===== config.mk =====
export PLATFORM = sky130hd
export DESIGN_NAME = innings_controller
export DESIGN_NICKNAME = d
export VERILOG_FILES = /design/src/rtl/innings_controller.sv
export SDC_FILE = /design/constraint.sdc
export NUM_CORES = 1
export LEC_CHECK = 0
export CORE_MARGIN = 2
export CORE_UTILIZATION = 50
export CTS_CLUSTER_DIAMETER = 120
export CTS_CLUSTER_SIZE = 24
export DETAILED_ROUTE_END_ITERATION = 10
export DONT_BUFFER_PORTS = 1
export PLACE_DENSITY = 0.67
export REMOVE_ABC_BUFFERS = 1
export SETUP_SLACK_MARGIN = 0.15
export SLEW_MARGIN = 20
export SYNTH_ARGS = -nofsm -noshare
export SYNTH_HDL_FRONTEND = slang
export SYNTH_SLANG_ARGS = --single-unit
export TNS_END_PERCENT = 100

===== constraint.sdc =====
create_clock -name clk_fpga -period 2.6 [get_ports clk_fpga]
set_input_delay 0.52 -clock clk_fpga [delete_from_list [all_inputs] [get_ports clk_fpga]]
set_output_delay 0.52 -clock clk_fpga [all_outputs]
set_load 0.01 [all_outputs]

===== src/rtl/innings_controller.sv =====
// innings_controller: turns bowl presses into delivery pulses with outcome codes, tracks balls/overs/wickets per innings and decides the match.
// Ports:
//   clk_fpga, reset    - system clock, asynchronous active-high reset
//   bowl_btn           - debounced, synchronised bowl button level
//   test_mode          - 1 selects test_outcome instead of the LFSR as the outcome source
//   test_outcome       - forced outcome code
//   team1Data/2Data    - accumulator records, runs [11:4], wickets [3:0]
//   delivery           - one-cycle pulse per bowled ball
//   lfsr_out           - outcome code of the latest delivery
//   teamSwitch         - 0 while team 1 bats, 1 while team 2 bats
//   gameOver, winner   - match finished flag and result (01 team1, 10 team2, 11 tie)
//   overs, balls       - completed overs and legal balls of the current over
//   inn_wickets        - wickets fallen in the current innings
module innings_controller #(
  parameter int MAX_OVERS = 2,
  parameter logic [3:0] LFSR_SEED = 4'b1001
) (
  input  logic        clk_fpga,
  input  logic        reset,
  input  logic        bowl_btn,
  input  logic        test_mode,
  input  logic [3:0]  test_outcome,
  input  logic [11:0] team1Data,
  input  logic [11:0] team2Data,
  output logic        delivery,
  output logic [3:0]  lfsr_out,
  output logic        teamSwitch,
  output logic        gameOver,
  output logic [3:0]  overs,
  output logic [2:0]  balls,
  output logic [3:0]  inn_wickets,
  output logic [1:0]  winner
);
  typedef enum logic [1:0] {INN1, BRK, INN2, DONE} state_t;
  state_t state;
  logic [3:0] q;
  logic btn_q, fire;
  logic press, inn_end, chase, legal, wicket;
  logic [3:0] outcome;
  logic [7:0] runs1, runs2;
  logic unused_wickets;
  assign runs1 = team1Data[11:4];
  assign runs2 = team2Data[11:4];
  assign unused_wickets = ^{team1Data[3:0], team2Data[3:0]};
  assign press = bowl_btn & ~btn_q;
  assign inn_end = (overs == 4'(MAX_OVERS)) || (inn_wickets == 4'd10);
  // Runs land in the accumulator a cycle after the delivery, so this is checked every cycle
  assign chase = (state == INN2) && (runs2 > runs1);
  assign outcome = test_mode ? test_outcome : q;
  assign legal = (outcome != 4'd13) && (outcome != 4'd14);
  assign wicket = outcome == 4'd15;
  always_ff @(posedge clk_fpga or posedge reset) begin
    if (reset) begin
      state       <= INN1;
      q           <= LFSR_SEED;
      btn_q       <= 1'b0;
      fire        <= 1'b0;
      delivery    <= 1'b0;
      lfsr_out    <= 4'd0;
      teamSwitch  <= 1'b0;
      gameOver    <= 1'b0;
      overs       <= 4'd0;
      balls       <= 3'd0;
      inn_wickets <= 4'd0;
      winner      <= 2'b00;
    end else begin
      q        <= {q[2:0], q[3] ^ q[2]};
      btn_q    <= bowl_btn;
      delivery <= 1'b0;
      fire     <= 1'b0;
      case (state)
        INN1, INN2: begin
          if (chase) begin
            state    <= DONE;
            gameOver <= 1'b1;
            winner   <= 2'b10;
          end else if (inn_end) begin
            // Innings over: presses are ignored until this transition
            if (state == INN1) state <= BRK;
            else begin
              state    <= DONE;
              gameOver <= 1'b1;
              winner   <= (runs1 > runs2) ? 2'b01 : (runs2 > runs1) ? 2'b10 : 2'b11;
            end
          end else if (fire) begin
            delivery    <= 1'b1;
            lfsr_out    <= outcome;
            balls       <= !legal ? balls : (balls == 3'd5) ? 3'd0 : balls + 3'd1;
            overs       <= (legal && balls == 3'd5) ? overs + 4'd1 : overs;
            inn_wickets <= wicket ? inn_wickets + 4'd1 : inn_wickets;
          end else begin
            fire <= press;
          end
        end
        BRK: begin
          if (press) begin
            state       <= INN2;
            teamSwitch  <= 1'b1;
            overs       <= 4'd0;
            balls       <= 3'd0;
            inn_wickets <= 4'd0;
          end
        end
        default: ;
      endcase
    end
  end
endmodule


==> run metrics, run 1 <==
status=completed; post-synthesis cell count=159; synthesized area=1570 sq um; Vias per Instance=6.05; Worst Setup Slack, final=0.347 ns; clock buffer depth=2; peak supply drop=0.000349 V; post-synthesis sequential area ratio=44.9%; fin crit share=86.6%; crit path max fanout=6; # DRC=0; # hold bufs at CTS=0; Yosys reg bits=28; Die Y-Extent=60.0 um; setup slack, reg-to-reg=0.35 ns; Syn-to-layout area delta=5.68%; worst setup path category=reg -> reg; worst r2r src=inn_wickets[0]; final setup vio count=0; gpl congestion=0.781; Die Width=60.0 um; max-cap violations=0; routed len/inst=15.2 um; Leak Pwr=0.771 nW; CTS tree=done; Rows=20; synth warn=0; Hold Vio Cnt, Final=0; post-cts sizing count=0; Slew Limit Fails=0; GRT Util Overall=18.3%; reg2reg end=inn_wickets[3]; ys flop type=dfrtp_1; clock sink total=28; antenna cell count=0; actual slew at the worst max-slew pin=0.589 ns; PortBufs=0; Req. time, crit path=2.83 ns; dpl ws=0.149 ns; Via Count=1198; vias in the first global route=1206; placed wire-length estimate=2370 um; Cell variety after synth=46; antenna violations before repair=0; share of cells above drive strength 1=10.3%; largest net degree at the start of global routing=21; nets@finish=210; CTS buffer count=3; Max-slew headroom=60.4%; drt first pass iters=6; ys async rst share=100%; crit start category=flip-flop; Routed Wire Length=3010 um; clock latency on the worst-skew pair=0.32 ns; DRT antenna net count=0; GR Overflow Total=0; final clock skew=0.00689 ns; die area=3590 sq um; initial core utilization=52.1%; Clk Tree Root Cell=clkbuf_4; Post-CTS Setup Repair Bufs=0; Reg clk slew, reported paths=0.14 ns; RSZ-0062 raised after global routing=false; IO Pins=52; HP Class=in -> async; fmax=444 MHz; DRT iter0 DRCs=54; Placeable Area=3000 sq um; reg2reg path depth=8; WHS=0.0199 ns; Post-synth EDFFs=0; P per Cell Area=600 nW/um^2; first-pass GRT wire length=5010 um; Mean Syn Cell Area=9.84 sq um; Max H-tree Level=1; CP endpoint kind=flip-flop; CP Data Arrival Time=2.48 ns; Tmin final=2.25 ns
logic make-up after synthesis:
family | count (synthesis) | synth area share (%)
AOI/OAI and AO/OA | 39 | 16.4
xor gates and xnor gates | 3 | 1.68
adders and majority gates | 12 | 9.59
buffers and inverters | 14 | 3.44
DFF | 28 | 44.9
muxes | 5 | 3.20
and+or+nand+nor | 58 | 20.8
cells in the final DEF (no fill, tap or decap), drive strengths merged, types with 2 or more instances in the layout:
cell type  instances
a21oi             13
a221o              2
and3               2
buf                4
clkbuf             4
dfrtp             26
dfstp              2
ha                12
inv               12
mux2i              5
nand2             10
nand2b             3
nand3              6
nand4              3
nor2              15
nor2b              2
nor3               5
nor3b              4
o21ai             11
o21bai             2
o31ai              2
xnor2              2
per-stage QoR:
step                      total power (W)  cells  util, %  cell area, sq um  setup TNS (ns)
after global placement           0.000815    194     54.2              1630               0
after detailed placement         0.000822    194     54.2              1630               0
after global routing              0.00107    198     55.1              1650               0
after floorplan                  0.000765    157        -              1560         -0.0541
after CTS                         0.00100    198     55.1              1650               0
final                            0.000993    198     55.1              1650               0
routing by layer:
layer / track usage (%) / routed length [um]
met4: 7.94 / 40
met5: 0 / 0
met2: 30.6 / 1470
met1: 22.9 / 1350
met3: 3.68 / 155
final cells by class:
type	instances	area [sq um]
clock buffers	4	26.3
repair buffers	4	30.0
multi-input cells	117	808
well taps	33	41.3
flip-flops and latches	28	703
inverters	12	45.0
fillers	279	1350
worst max path at each step:
| stage | start | slack [ns] | cells past startpoint | end |
|---|---|---|---|---|
| finish | inn_wickets[0] | 0.35 | 8 | inn_wickets[3] |
| global route | inn_wickets[0] | 0.16 | 8 | inn_wickets[3] |
| CTS | inn_wickets[0] | 0.32 | 8 | inn_wickets[3] |
| detailed placement | team1Data[5] | 0.15 | 8 | inn_wickets[3] |
| global placement | team1Data[5] | 0.19 | 8 | inn_wickets[2] |
| floorplan | team1Data[5] | -0.04 | 8 | balls[1] |
flip-flops by register name, indices dropped and copies added, names as in the netlist:
signal	cells
fire	1
winner	2
inn_wickets	4
overs	4
teamSwitch	1
delivery	1
balls	3
q	4
btn_q	1
state	2
gameOver	1
lfsr_out	4
worst max-delay path, cell delays in order (launching register included):
cell       delay, ns
dfrtp_1         0.50
inv_1           0.08
ha_1            0.20
nand2_1         0.07
a2bb2oi_1       0.30
o21ai_1         0.13
nor3_2          0.33
a21oi_1         0.19
a221o_1         0.37
cell usage after synthesis, types with 3 or more instances:
cell type,number,area share (%)
a21oi_1,12,3.8
dfrtp_1,26,42
ha_1,12,9.6
inv_1,11,2.6
mux2i_1,5,3.2
nand2_1,10,2.4
nand3_1,6,1.9
nand4_1,3,1.2
nor2_1,15,3.6
nor3_1,3,0.96
nor3b_1,3,1.4
o21ai_1,9,2.9
where the power goes:
group          switching, W  internal [W]  leakage [nW]
registers         0.0000914      0.000505         0.352
logic              0.000124     0.0000941         0.404
clock network      0.000119     0.0000601        0.0150
total              0.000334      0.000659         0.771
(Power assumes the default switching activity.)
==> run 2: changes to the inputs <==
ABC_AREA = 1   (was default)
CORE_MARGIN = default   (was 2)
==> run metrics, run 2 <==
Mean Syn Cell Area=7.60 sq um (-23%); peak supply drop=0.000206 V (-41%); Worst Setup Slack, final=0.734 ns (+0.387 ns); largest net degree at the start of global routing=29 (+38%); crit start category=flip-flop; CTS tree=done; final clock skew=0.00651 ns (-0.000385 ns); ys flop type=dfrtp_1; Fill cells=305 (+9.3%); cell accounting for the most synthesized area=dfrtp_1; fin crit share=71.8% (-15 points); Hold Vio Cnt, Final=0 (unchanged); actual slew at the worst max-slew pin=0.476 ns (-0.113 ns); final non-filler cell total=264 (+33%); synth warn=0 (unchanged); Max H-tree Level=1 (unchanged); synthesized area=1630 sq um (+4.4%); dpl ws=0.480 ns (+0.331 ns); DRT iter0 DRCs=30 (-44%); post-synthesis cell count=215 (+35%); status=completed; Vias per Instance=5.03 (-17%); GR Overflow Total=0 (unchanged); Slew Limit Fails=0 (unchanged); PortBufs=0 (unchanged); initial core utilization=53.1% (+0.96 points); Reg clk slew, reported paths=0.14 ns (about the same); max-cap violations=0 (unchanged); crit path max fanout=10 (+4); # hold bufs at CTS=0 (unchanged); clock sink total=28 (unchanged); post-synth top area share=39.8% (-1.8 points); Leak Pwr=0.961 nW (+25%); P per Cell Area=391 nW/um^2 (-35%); worst setup path category=reg -> reg; Psw=0.000156 W (-53%); IO Pins=52 (unchanged); most numerous cell in the Yosys netlist=nand2_1; commonest non-fill, non-tap cell in the layout=nand2_1; clock latency on the worst-skew pair=0.32 ns (about the same); routed len/inst=11.4 um (-25%); Routed Wire Length=3010 um (about the same); Post-CTS Setup Repair Bufs=0 (unchanged); P_int=0.000518 W (-21%); GRT Util Overall=19.3% (+0.94 points); RSZ-0062 raised after global routing=false; vias in the first global route=1246 (+3.3%); share of cells above drive strength 1=7.27% (-3.0 points); first-pass GRT wire length=5030 um (+0.42%); CP Data Arrival Time=2.10 ns (-0.38 ns); Req. time, crit path=2.83 ns (about the same); Post-synth EDFFs=0 (unchanged); CTS buffer count=3 (unchanged); Die Y-Extent=59.2 um (-1.3%); synth top area cells=dfrtp_1, nand2_1, ha_1, inv_1, nor2_1; setup TNS=0 ns (unchanged); WHS=0.124 ns (+0.105 ns); Post-Route Utilization=56.0% (+0.89 points); antenna violations before repair=0 (unchanged); DRT antenna net count=0 (unchanged); Clk Tree Root Cell=clkbuf_4; HP Class=in -> async; antenna cell count=0 (unchanged); # DRC=0 (unchanged); most frequent cells in the layout=nand2_1, inv_1, dfrtp_1; Via Count=1329 (+11%); fmax=536 MHz (+21%); Tmin final=1.87 ns (-0.387 ns); Syn-to-layout area delta=5.44%; gpl congestion=0.864 (+11%); clock group share of total power=26.6% (+8.6 points); Rows=20 (unchanged); CP endpoint kind=flip-flop; post-synthesis sequential area ratio=43.0% (-1.9 points); Max-slew headroom=68.1% (+7.7 points); nets@finish=265 (+26%); Yosys reg bits=28 (unchanged); dpl cells=260 (+34%); Placeable Area=3080 sq um (+2.5%); post-cts sizing count=0 (unchanged); Sw Ratio=23.2% (-10 points); Gate power share=8.0% (-14 points); clock buffer depth=2 (unchanged); Cell variety after synth=23 (-50%); Die Width=59.2 um (-1.3%); synth cell count leaders=nand2_1, inv_1, dfrtp_1, nor2_1, nand3_1; sequential share of power=65.4% (+5.4 points); final setup vio count=0 (unchanged); drt first pass iters=4 (-2); die area=3500 sq um (-2.6%); placed wire-length estimate=2360 um (-0.41%); ys async rst share=100% (unchanged)
run 2: cell types whose count changed in the layout (fill, tap and decap cells not counted), sizes merged, moves of 5 or more:
cell / before / now
nor2: 15 / 22
nand3: 6 / 14
inv: 12 / 34
mux2i: 5 / 0
a21oi: 13 / 7
nand2: 10 / 77
run 2: area by class of cell:
class / instances / area, sq um / area share [%]
Sequential cell: 28 / 703 / 40.8
Inverter: 34 / 128 / 7.41
Clock buffer: 4 / 26.3 / 1.53
Multi-Input combinational cell: 153 / 803 / 46.6
Tap cell: 44 / 55.1 / 3.20
Timing Repair Buffer: 1 / 7.51 / 0.436
run 2: worst paths after layout:
check,from,to,slack (ns),depth (start not counted)
setup / recovery,inn_wickets[0],overs[0],0.73,9
hold / removal,reset,state[0],0.12,2
setup reg to reg,inn_wickets[0],overs[0],0.73,9
hold reg to reg,q[0],q[1],0.42,0
max in group asynchronous,reset,q[0],2.18,2
min in group clk_fpga,bowl_btn,btn_q,0.20,0
run 2: power by group through the flow:
stage | clock network (W) | logic [W] | registers [W]
final | 0.000179 | 0.0000542 | 0.000441
after floorplan | 0 | 0.0000446 | 0.000449
after CTS | 0.000188 | 0.0000559 | 0.000441
after global placement | 0 | 0.0000525 | 0.000449
after global routing | 0.000206 | 0.0000654 | 0.000442
after detailed placement | 0 | 0.0000557 | 0.000449
run 2: cells by family after synthesis:
family	share of synthesized area, %
AOI/OAI and AO/OA	9.19
xor gates and xnor gates	2.14
adders and majority gates	9.19
buffers and inverters	7.81
DFF	43.0
and+or+nand+nor	28.6
run 2: worst max-delay path, stage by stage (launching register included):
cell	delay, ns
dfrtp_1	0.51
inv_1	0.08
ha_1	0.20
nand2_1	0.07
nand2_1	0.07
nand2_1	0.07
a21boi_2	0.42
nand2_1	0.20
nand2_1	0.10
nand2_1	0.05
run 2: per-stage QoR:
step	area, sq um	power [W]
after floorplan	1630	0.000493
after global routing	1720	0.000713
after global placement	1700	0.000502
after detailed placement	1700	0.000505
final	1720	0.000674
after CTS	1720	0.000685
run 2: routing by layer:
metal / track usage, % / part of all wire, %
met4: 8.50 / 1.4
met2: 33.6 / 49
met5: 0 / 0
met3: 4.59 / 6.1
met1: 22.5 / 43
==> run 3: changes to the inputs <==
clock period = 1.8 ns   (was 2.6 ns; I/O delays follow)
==> run metrics, run 3 (same netlist as run 2, synthesis figures left out) <==
status=completed; HP Class=in -> reg; setup TNS=0 ns (unchanged); CP max-delay cell=dfstp_2; max-cap violations=0 (unchanged); final setup vio count=0 (unchanged); Worst path most repeated cell=nand2_1; share of cells above drive strength 1=13.2% (+5.9 points); sequential share of power=62.6% (-2.8 points); clock sink total=28 (unchanged); Reg clk slew, reported paths=0.14 ns (about the same); Post-Route Utilization=59.0% (+3.0 points); RSZ-0062 raised after global routing=true; Fill cells=291 (-4.6%); vias in the first global route=1172 (-5.9%); GR Overflow Total=0 (unchanged); peak supply drop=0.000330 V (+60%); Psw=0.000231 W (+48%); Worst Setup Slack, final=0.206 ns (-0.528 ns); final clock skew=0.00797 ns (+0.00146 ns); P_int=0.000787 W (+52%); Die Width=59.2 um (unchanged); CP Data Arrival Time=1.82 ns (-0.28 ns); Via Count=1342 (+0.98%); Hold Vio Cnt, Final=0 (unchanged); Tmin final=1.59 ns (-0.272 ns); crit start category=flip-flop; Sw Ratio=22.7% (-0.51 points); CTS tree=done; CP endpoint kind=flip-flop; Leak Pwr=1.01 nW (+4.7%); PortBufs=0 (unchanged); IO Pins=52 (unchanged); fin area=1820 sq um (+5.4%); worst setup path category=reg -> reg; Max H-tree Level=1 (unchanged); antenna violations before repair=0 (unchanged); placed inst area=1740 sq um (+2.7%); Syn-to-layout area delta=11.2%; Placeable Area=3080 sq um (unchanged); GRT Util Overall=18.2% (-1.1 points); Req. time, crit path=2.03 ns (-0.80 ns); fin crit share=88.6% (+17 points); first-pass GRT wire length=4760 um (-5.3%); Final Power=0.00102 W (+51%); slowest cell delay on critical path=0.57 ns (+0.06 ns); placed wire-length estimate=2360 um (-0.22%); CTS buffer count=3 (unchanged); Die Y-Extent=59.2 um (unchanged); Routed Wire Length=3020 um (+0.17%); critical-path cell list=nand2_1 > nand2_1 > nand2_1 > nand3_1 > nand2_1 > a21oi_2 > nand2_2 > nand2_1 > nand2_1; commonest non-fill, non-tap cell in the layout=nand2_1; P per Cell Area=561 nW/um^2 (+43%); Gate power share=8.1% (about the same); most frequent cells in the layout=nand2_1, inv_1, dfrtp_1; crit path max fanout=5 (-5); actual slew at the worst max-slew pin=0.355 ns (-0.120 ns); clock latency on the worst-skew pair=0.32 ns (about the same); routed len/inst=11.1 um (-2.8%); largest net degree at the start of global routing=29 (unchanged); die area=3500 sq um (unchanged); drt first pass iters=4 (unchanged); Slew Limit Fails=0 (unchanged); DRT antenna net count=0 (unchanged); initial core utilization=53.1% (unchanged); Vias per Instance=4.93 (-2.0%); nets@finish=273 (+3.0%); Max-slew headroom=76.3% (+8.2 points); gpl congestion=0.853 (-1.2%); DRT iter0 DRCs=29 (-3.3%); Rows=20 (unchanged); fmax=627 MHz (+17%); antenna cell count=0 (unchanged); Clk Tree Root Cell=clkbuf_4; clock buffer depth=2 (unchanged); clock group share of total power=29.3% (+2.7 points); # DRC=0 (unchanged); dpl ws=0.0417 ns (-0.438 ns)
## run 3: path summary, 6_finish.rpt
kind | slack [ns] | to | cells after the start | startpoint
max in group asynchronous | 0.99 | q[3] | 3 | reset
max | 0.21 | overs[1] | 9 | q[0]
min reg2reg | 0.42 | q[3] | 0 | q[2]
max reg2reg | 0.21 | overs[1] | 9 | q[0]
min | 0.04 | btn_q | 0 | bowl_btn
min in group asynchronous | 0.52 | q[1] | 3 | reset
## run 3: cell type report
| cell class | instances | area [sq um] | share of cell area [%] |
|---|---|---|---|
| clock buffers | 4 | 36.3 | 2.00 |
| inverters | 34 | 128 | 7.02 |
| multi-input cells | 153 | 820 | 45.1 |
| flip-flops and latches | 28 | 704 | 38.8 |
| well taps | 44 | 55.1 | 3.03 |
| repair buffers | 9 | 73.8 | 4.06 |
## run 3: critical path, delay by kind of cell, from the launching register on
family           cells  cell delay, ns
AND/OR/NAND/NOR      8            0.65
flip-flops           1            0.57
AO/OA/AOI/OAI        1            0.27
## run 3: power by group through the flow
stage / Sequential (W) / Combinational, W / Clock, W
final: 0.000637 / 0.0000826 / 0.000299
after global placement: 0.000649 / 0.0000760 / 0
after CTS: 0.000637 / 0.0000830 / 0.000314
after floorplan: 0.000648 / 0.0000644 / 0
after detailed placement: 0.000649 / 0.0000812 / 0
after global routing: 0.000638 / 0.0000981 / 0.000344
## run 3: repair_timing
item | in CTS | in global routing
setup buffers | 0 | 1
setup endpoints to repair | 0 | 13
hold endpoints to repair | 26 | 0
resized for setup | 0 | 7
hold buffers | 1 | 0
## run 3: stage by stage
stage                     instances  hold slack [ns]
after floorplan                 215            0.374
after global placement          266            0.331
after detailed placement        266            0.340
after CTS                       271           0.0316
after global routing            272          0.00895
final                           272           0.0417
## run 3: per-layer routing
layer  track usage (%)  share of wire (%)  vias to the layer above
li1                  -                  -                      688
met1              21.9                 46                      608
met2              31.7                 49                       41
met3              3.71                4.5                        5
met4              7.48                1.3                        0
met5                 0                  0                        -
